$ cat src/rtl/mips_pkg.sv
// mips_pkg: shared register-index and write-back request types for the MIPS core.
package mips_pkg;
  localparam int DATA_W = 32;
  localparam int ADDR_W = 5;
  typedef logic [ADDR_W-1:0] reg_idx_t;
  localparam reg_idx_t REG_ZERO = 5'd0;
  typedef struct packed {
    reg_idx_t          rd;
    logic [DATA_W-1:0] data;
  } wb_req_t;
endpackage

$ cat src/rtl/wb_fifo.sv
// wb_fifo: small synchronous FIFO of write-back requests with a per-entry valid/rd view.
module wb_fifo
  import mips_pkg::*;
#(
  parameter int DEPTH = 2
) (
  input  logic             clk,
  input  logic             rst,
  input  logic             push,
  input  wb_req_t          din,
  input  logic             pop,
  output logic             full,
  output logic             empty,
  output wb_req_t          head,
  output logic [DEPTH-1:0] ent_valid,
  output reg_idx_t         ent_rd [DEPTH]
);
  localparam int PW = $clog2(DEPTH);
  wb_req_t mem [DEPTH];
  logic [PW-1:0] wr_ptr, rd_ptr;
  logic [PW:0] count;
  logic do_push, do_pop;
  assign full    = count == (PW+1)'(DEPTH);
  assign empty   = count == '0;
  assign do_push = push && !full;
  assign do_pop  = pop && !empty;
  assign head    = mem[rd_ptr];
  always_comb
    for (int i = 0; i < DEPTH; i++) ent_rd[i] = mem[i].rd;
  always_ff @(posedge clk or posedge rst)
    if (rst) begin
      wr_ptr    <= '0;
      rd_ptr    <= '0;
      count     <= '0;
      ent_valid <= '0;
    end else begin
      if (do_push) begin
        wr_ptr            <= wr_ptr + PW'(1);
        ent_valid[wr_ptr] <= 1'b1;
      end
      if (do_pop) begin
        rd_ptr            <= rd_ptr + PW'(1);
        ent_valid[rd_ptr] <= 1'b0;
      end
      count <= count + (PW+1)'(do_push) - (PW+1)'(do_pop);
    end
  always_ff @(posedge clk)
    if (do_push) mem[wr_ptr] <= din;
endmodule

$ cat src/rtl/regfile_wb_arbiter.sv
// regfile_wb_arbiter: merges ALU and long-latency results onto the single register-file write port.
module regfile_wb_arbiter
  import mips_pkg::*;
#(
  parameter int DATA_W       = 32,
  parameter int ADDR_W       = 5,
  parameter int DEPTH        = 2,
  parameter int STARVE_LIMIT = 4
) (
  input  logic                 clk,
  input  logic                 rst,
  input  logic                 alu_valid,
  input  logic [ADDR_W-1:0]    alu_reg,
  input  logic [DATA_W-1:0]    alu_data,
  input  logic                 lng_valid,
  output logic                 lng_ready,
  input  logic [ADDR_W-1:0]    lng_reg,
  input  logic [DATA_W-1:0]    lng_data,
  output logic                 regWrite,
  output logic [ADDR_W-1:0]    W_reg,
  output logic [DATA_W-1:0]    W_data,
  output logic [2**ADDR_W-1:0] pending_mask,
  output logic                 stall_req
);
  localparam int CW = $clog2(STARVE_LIMIT + 1);
  wb_req_t din, head;
  logic full, empty, push, pop, win;
  logic [DEPTH-1:0] ent_valid;
  reg_idx_t ent_rd [DEPTH];
  logic [ADDR_W-1:0] win_reg;
  logic [DATA_W-1:0] win_data;
  logic [CW-1:0] starve, starve_next;
  assign din       = '{rd: lng_reg, data: lng_data};
  assign push      = lng_valid && !full;
  assign pop       = !alu_valid && !empty;
  assign lng_ready = !full;
  assign win       = alu_valid || pop;
  assign win_reg   = alu_valid ? alu_reg : ADDR_W'(head.rd);
  assign win_data  = alu_valid ? alu_data : DATA_W'(head.data);
  wb_fifo #(.DEPTH(DEPTH)) u_fifo (
    .clk, .rst, .push, .din, .pop, .full, .empty, .head, .ent_valid, .ent_rd
  );
  // Starvation only accrues while a long result waits behind a live ALU stream.
  always_comb
    starve_next = pop ? '0 :
                  (!empty && alu_valid && starve < CW'(STARVE_LIMIT)) ? starve + CW'(1) : starve;
  always_comb begin
    pending_mask = '0;
    for (int i = 0; i < DEPTH; i++)
      if (ent_valid[i] && ent_rd[i] != REG_ZERO) pending_mask[ent_rd[i]] = 1'b1;
  end
  always_ff @(posedge clk or posedge rst)
    if (rst) begin
      regWrite  <= 1'b0;
      W_reg     <= '0;
      W_data    <= '0;
      starve    <= '0;
      stall_req <= 1'b0;
    end else begin
      regWrite  <= win && win_reg != '0;
      starve    <= starve_next;
      stall_req <= starve_next >= CW'(STARVE_LIMIT);
      if (win) begin
        W_reg  <= win_reg;
        W_data <= win_data;
      end
    end
endmodule
$ cat config.mk
export PLATFORM = sky130hd
export DESIGN_NAME = regfile_wb_arbiter
export DESIGN_NICKNAME = d
export VERILOG_FILES = /design/src/rtl/mips_pkg.sv /design/src/rtl/wb_fifo.sv /design/src/rtl/regfile_wb_arbiter.sv
export SDC_FILE = /design/constraint.sdc
export NUM_CORES = 1
export LEC_CHECK = 0
export ABC_AREA = 1
export CAP_MARGIN = 20
export CORE_ASPECT_RATIO = 1.75
export CORE_UTILIZATION = 30
export DETAILED_ROUTE_END_ITERATION = 8
export SETUP_SLACK_MARGIN = 0.2
export SYNTH_ARGS = -nofsm -noshare
export SYNTH_HDL_FRONTEND = slang
export SYNTH_SLANG_ARGS = --single-unit
export TNS_END_PERCENT = 100
$ cat constraint.sdc
create_clock -name clk -period 5 [get_ports clk]
set_clock_uncertainty 0.05 [all_clocks]
set_input_delay 0.5 -clock clk [delete_from_list [all_inputs] [get_ports clk]]
set_output_delay 0.5 -clock clk [all_outputs]
set_load 0.02 [all_outputs]
Word level (Yosys, flattened, before mapping) --
Memories as Yosys holds them, arrays and structs flattened. Index checks and enable logic that the tools add are counted.
Word-level totals: register bits after elaboration 48, RAM bits 74, bits of input ports 78, memories 1
Cells by class: add/subtract/negate cells 5, magnitude comparators 10, eq/ne operators 1, multiplexer cells 18, bitwise gates (word level) 4, reduce and logical (&&, ||, !) cells 21
Memory list:
- u_fifo.mem | depth 2, width 37, rd ports 3, clocked after memory_dff 0, write ports 1, RTL line wb_fifo.sv:19 | wb_req_t mem [DEPTH];
Operators with widths (number):
- $mux 32 | 3
- $or 32x32->32 | 1
- $reduce_bool 5->1 | 3
- $logic_and 1x1->1 | 13
- $lt 5x6->1 const B | 2
- $demux 1 s5 | 2
- $ge 5x1->1 const B | 2
- $mux 1 | 6
- $mux 3 | 2
- $mux 5 | 1
- $lt 1x2->1 const B | 2
- $mux 2 | 2
- $add 3x1->3 const B | 1
- $ge 3x3->1 const B | 1
- $logic_not 1->1 | 3
- $lt 3x3->1 const B | 1
- $add 1x1->1 const B | 2
- $add 2x1->2 | 1
- $and 2x2->2 | 1
- $demux 1 s1 | 2
- $eq 2x2->1 const B | 1
- $ge 1x1->1 const B | 2
- $logic_not 2->1 | 1
- $not 2->2 | 1
- 3 further kinds | 3

Logic depth before layout (Yosys ltp) --
depth in word-level cells 8, mapped depth 8, gate-level depth less buffers 7

By module --
From an unflattened synthesis, not the netlist that was laid out.
Unflattened totals: cell total of the unflattened synthesis 576, area total of the unflattened synthesis 5434.0 um^2
By module, submodules not included:
- wb_fifo | instances 1, cells each 248, area each 3100.5 um^2, seq. area each 2372.3 um^2
- regfile_wb_arbiter | instances 1, cells each 328, area each 2333.5 um^2, seq. area each 1026.0 um^2

Worst setup path before layout --
No wires, ideal clock.
path type reg-to-reg, start point register u_fifo.count[1], end point memory u_fifo.mem[1][0] (netlist bit) (enable), library setup time 434 ps, arrival 2361 ps, data required time 4516 ps, path slack 2155 ps, stages on the path, launching flop included 4, clock period less this slack 2845 ps, cells stage by stage dfrtp_1 -> nand2_1 -> nand2_1 -> nor2_1
On the way: longest elaborated chain between the ends 6
RTL lines:
- start, declared | RTL line wb_fifo.sv:21 | logic [PW:0] count;
- start signal, assigned | RTL line wb_fifo.sv:45 | count <= count + (PW+1)'(do_push) - (PW+1)'(do_pop);
- $eq 2x2->1 * | RTL line wb_fifo.sv:23 | assign full = count == (PW+1)'(DEPTH);
- $logic_not 1->1 *
- net lng_ready | RTL line regfile_wb_arbiter.sv:16 | output logic lng_ready,
- $logic_and 1x1->1 | RTL line regfile_wb_arbiter.sv:34 | assign push = lng_valid && !full;
- $logic_and 1x1->1 * | RTL line wb_fifo.sv:25 | assign do_push = push && !full;
- $mux 1 * | RTL line wb_fifo.sv:48 | if (do_push) mem[wr_ptr] <= din;
- $mux 1 (not written as such) * | RTL line wb_fifo.sv:48
- end, declared | RTL line wb_fifo.sv:19
Mark *: on every way through the listed nets, which the timed path passes. The rest lies on a longest branch.

==> out/qor.yml <==
outcome:
  status: "finished, final reports clean"
worst_setup_path:
  worstPathCellList: "nor3_1 -> nand2_1 -> o21ai_0 -> clkdlybuf4s50_1"
  rr_startpoint: "u_fifo.rd_ptr$_DFFE_PP0P_"
  reg2reg_to: "regWrite$_DFF_PP0_"
  crit_path_start_kind: "register"
  criticalPathCategory: "register to output port"
  crit_required_ps: 4450
  slowest_delay_ps: 660
  r2r_cells: 7
  cp_max_fo: 7
  crit_family: "simple AND/OR/NAND/NOR gates"
  end_kind: "output port"
  critPathBufInv: 1
  rrSetupSlack_ps: 2770
  cp_slowest_cell: "nor3_1"
  worstPathArrival_ps: 2360
clock_tree:
  clockRootBuffer: "clkbuf_16"
  cts-resized-gates: 0
  cts_setup_buffers: 0
  clk_latency_ps: 410
  cts_sinks: 121
  cts_tree: "yes"
  hold_buffers: 0
  numCtsBuffers: 17
  clkTransAtPathRegs_ps: 60
  ctsLongestPathBuffers: 2
  cts_max_level: 4
timing:
  period_minus_slack_ps: 2910
  fin_crit_sh_pct: 58.2
  hold_viol: 0
  slew_violations: 0
  grt_setup_unrepaired: "false"
  setup_viol: 0
  fin_setup_tns_ps: 0
  max_slew.worst_pin.slew_ps: 774
  relSlewSlack_pct: 48.0
  timing.fmax_ghz: 0.344
logic_synthesis:
  synth_cell_types: 26
  synth-edff-count: 74
  netlist_top_cells_count: "nand2_1 (172), edfxtp_1 (74), o21ai_0 (64)"
  synth_flop_cell: "edfxtp_1"
  synth_top_cell_area_share_pct: 42.2
  syn-num-nets: 611
  ys_warn_count: 0
  synth_top_cell_by_area: "edfxtp_1"
  netlist_area_um2: 5270
  avgSynthCellArea_um2: 9.95
  synth_area_leaders: "edfxtp_1 (42%), dfrtp_1 (22%), nand2_1 (12%), o21ai_0 (6.1%), nand3_1 (2.8%)"
  yosysMostFrequentCell: "nand2_1"
  yosysSeqAreaShare_pct: 64.5
  async_flop_share_pct: 38.8
  synth_seq_cells: 121
  syn_inst: 530
routing:
  drc: 0
  vias: 4266
  drtPass1Iterations: 4
  drtIter0Drc: 166
  ant_nets: 0
  routedWlPerCell_um: 16.3
  drt_wl_total_um: 14900
  via_per_inst: 4.64
power:
  finalPower_w: 0.00405
  power_density_nw_per_um2: 537
  vdd_ir_drop_max_mv: 0.255
  leakage_nw: 2.88
grt:
  grtUsageTotal_pct: 17.3
  grt_pass1_vias: 4508
  overflow: 0
  antenna_found_initial: 3
  grt_pass1_wl_um: 22900
  grt_max_degree: 48
placement:
  hpwl_um: 10800
  gp_congestion: 0.874
  io_buffers: 148
floorplan:
  rows: 63
  die_w_um: 102
  start_util_pct: 30.8
  ios: 150
  core_area_um2: 17100
  dieArea_um2: 18100
  fp.dieH_um: 177
final_layout:
  areaGrowthSynthToFinish_pct: 43.0
  largest_reg_flops: 74
  drive_gt1_share_pct: 7.26
  fin_nets: 757
job:
  drv_cap: 0
worst_hold_path:
  hp-class: "input port to asynchronous set/reset pin"
==> worst reg2reg max path, cell delays in order, from the launching register on <==
cell and delay, ps:
dfrtp_1 850, inv_2 540, nand2_1 230, nand3_1 100
nand2_1 90, nand3_1 70, nor2_1 90, nor2_1 50
==> layer usage <==
metal	vias to the layer above	wire [um]	global-route usage, %
met2	136	8690	32.5
met5	-	0	0
li1	2086	-	-
met1	2027	5330	17.3
met4	0	347	8.57
met3	17	569	3.78
==> cells by family (layout without fill, tap and decap cells) <==
group	count (synthesis)	after routing	synth area share (%)
AO/OA/AOI/OAI	74	74	7.19
AND/OR/NAND/NOR	271	271	22.0
adder cells (fa/ha/maj)	3	3	0.712
XOR/XNOR	2	2	0.332
other	1	4	0.0711
flip-flops	121	121	64.5
buffers and inverters	58	217	5.20
==> stage by stage <==
stage	utilization, %	setup slack (ps)	cell area [um2]	hold slack (ps)	std cells
floorplan	-	2160	5270	381	530
global placement	40.4	2530	6900	383	881
detailed placement	40.4	2460	6900	393	881
CTS	43.6	2130	7460	407	913
global route	44.1	1940	7540	274	919
finish	44.1	2090	7540	267	919
==> power breakdown <==
part	switching [W]	leakage [nW]	internal [W]	total, W
Sequential	0.000204	1.24	0.00139	0.00160
Clock	0.000442	0.263	0.000681	0.00112
Combinational	0.000794	1.38	0.000533	0.00133
==> final cells by class <==
type                    count  area (um2)
diodes                      3        7.51
clock buffers              17         425
clock inverters            15         128
fillers                  1640        9570
inverters                  34         130
multi-input cells         351        1610
flip-flops and latches    121        3400
well taps                 227         284
repair buffers            151        1550
==> how the worst max path moves through the flow <==
stage / start / to / cells past startpoint
detailed placement: alu_valid / W_reg[2]$_DFFE_PP0P_ / 5
global route: u_fifo.mem[0][32]$_DFFE_PP_ / pending_mask[20] / 4
finish: u_fifo.mem[0][32]$_DFFE_PP_ / pending_mask[20] / 4
floorplan: u_fifo.count[1]$_DFF_PP0_ / u_fifo.mem[1][0]$_DFFE_PP_ / 3
CTS: u_fifo.mem[0][32]$_DFFE_PP_ / pending_mask[20] / 4
global placement: alu_valid / W_data[24]$_DFFE_PP0P_ / 6
==> cells in the final DEF (no fill, tap or decap), types with 4 or more instances in the layout <==
| master | instances |
|---|---|
| inv_2 | 4 |
| clkbuf_16 | 17 |
| clkinvlp_4 | 4 |
| nand4_1 | 20 |
| nor2_1 | 25 |
| nor3_1 | 14 |
| o21ai_1 | 5 |
| clkdlybuf4s50_1 | 147 |
| dfrtp_1 | 47 |
| o21ai_0 | 64 |
| clkinv_2 | 4 |
| nand2_1 | 172 |
| edfxtp_1 | 74 |
| nand3_1 | 30 |
| inv_1 | 29 |
| nor2_4 | 5 |
Note: power is estimated with default switching activity, not from simulation.
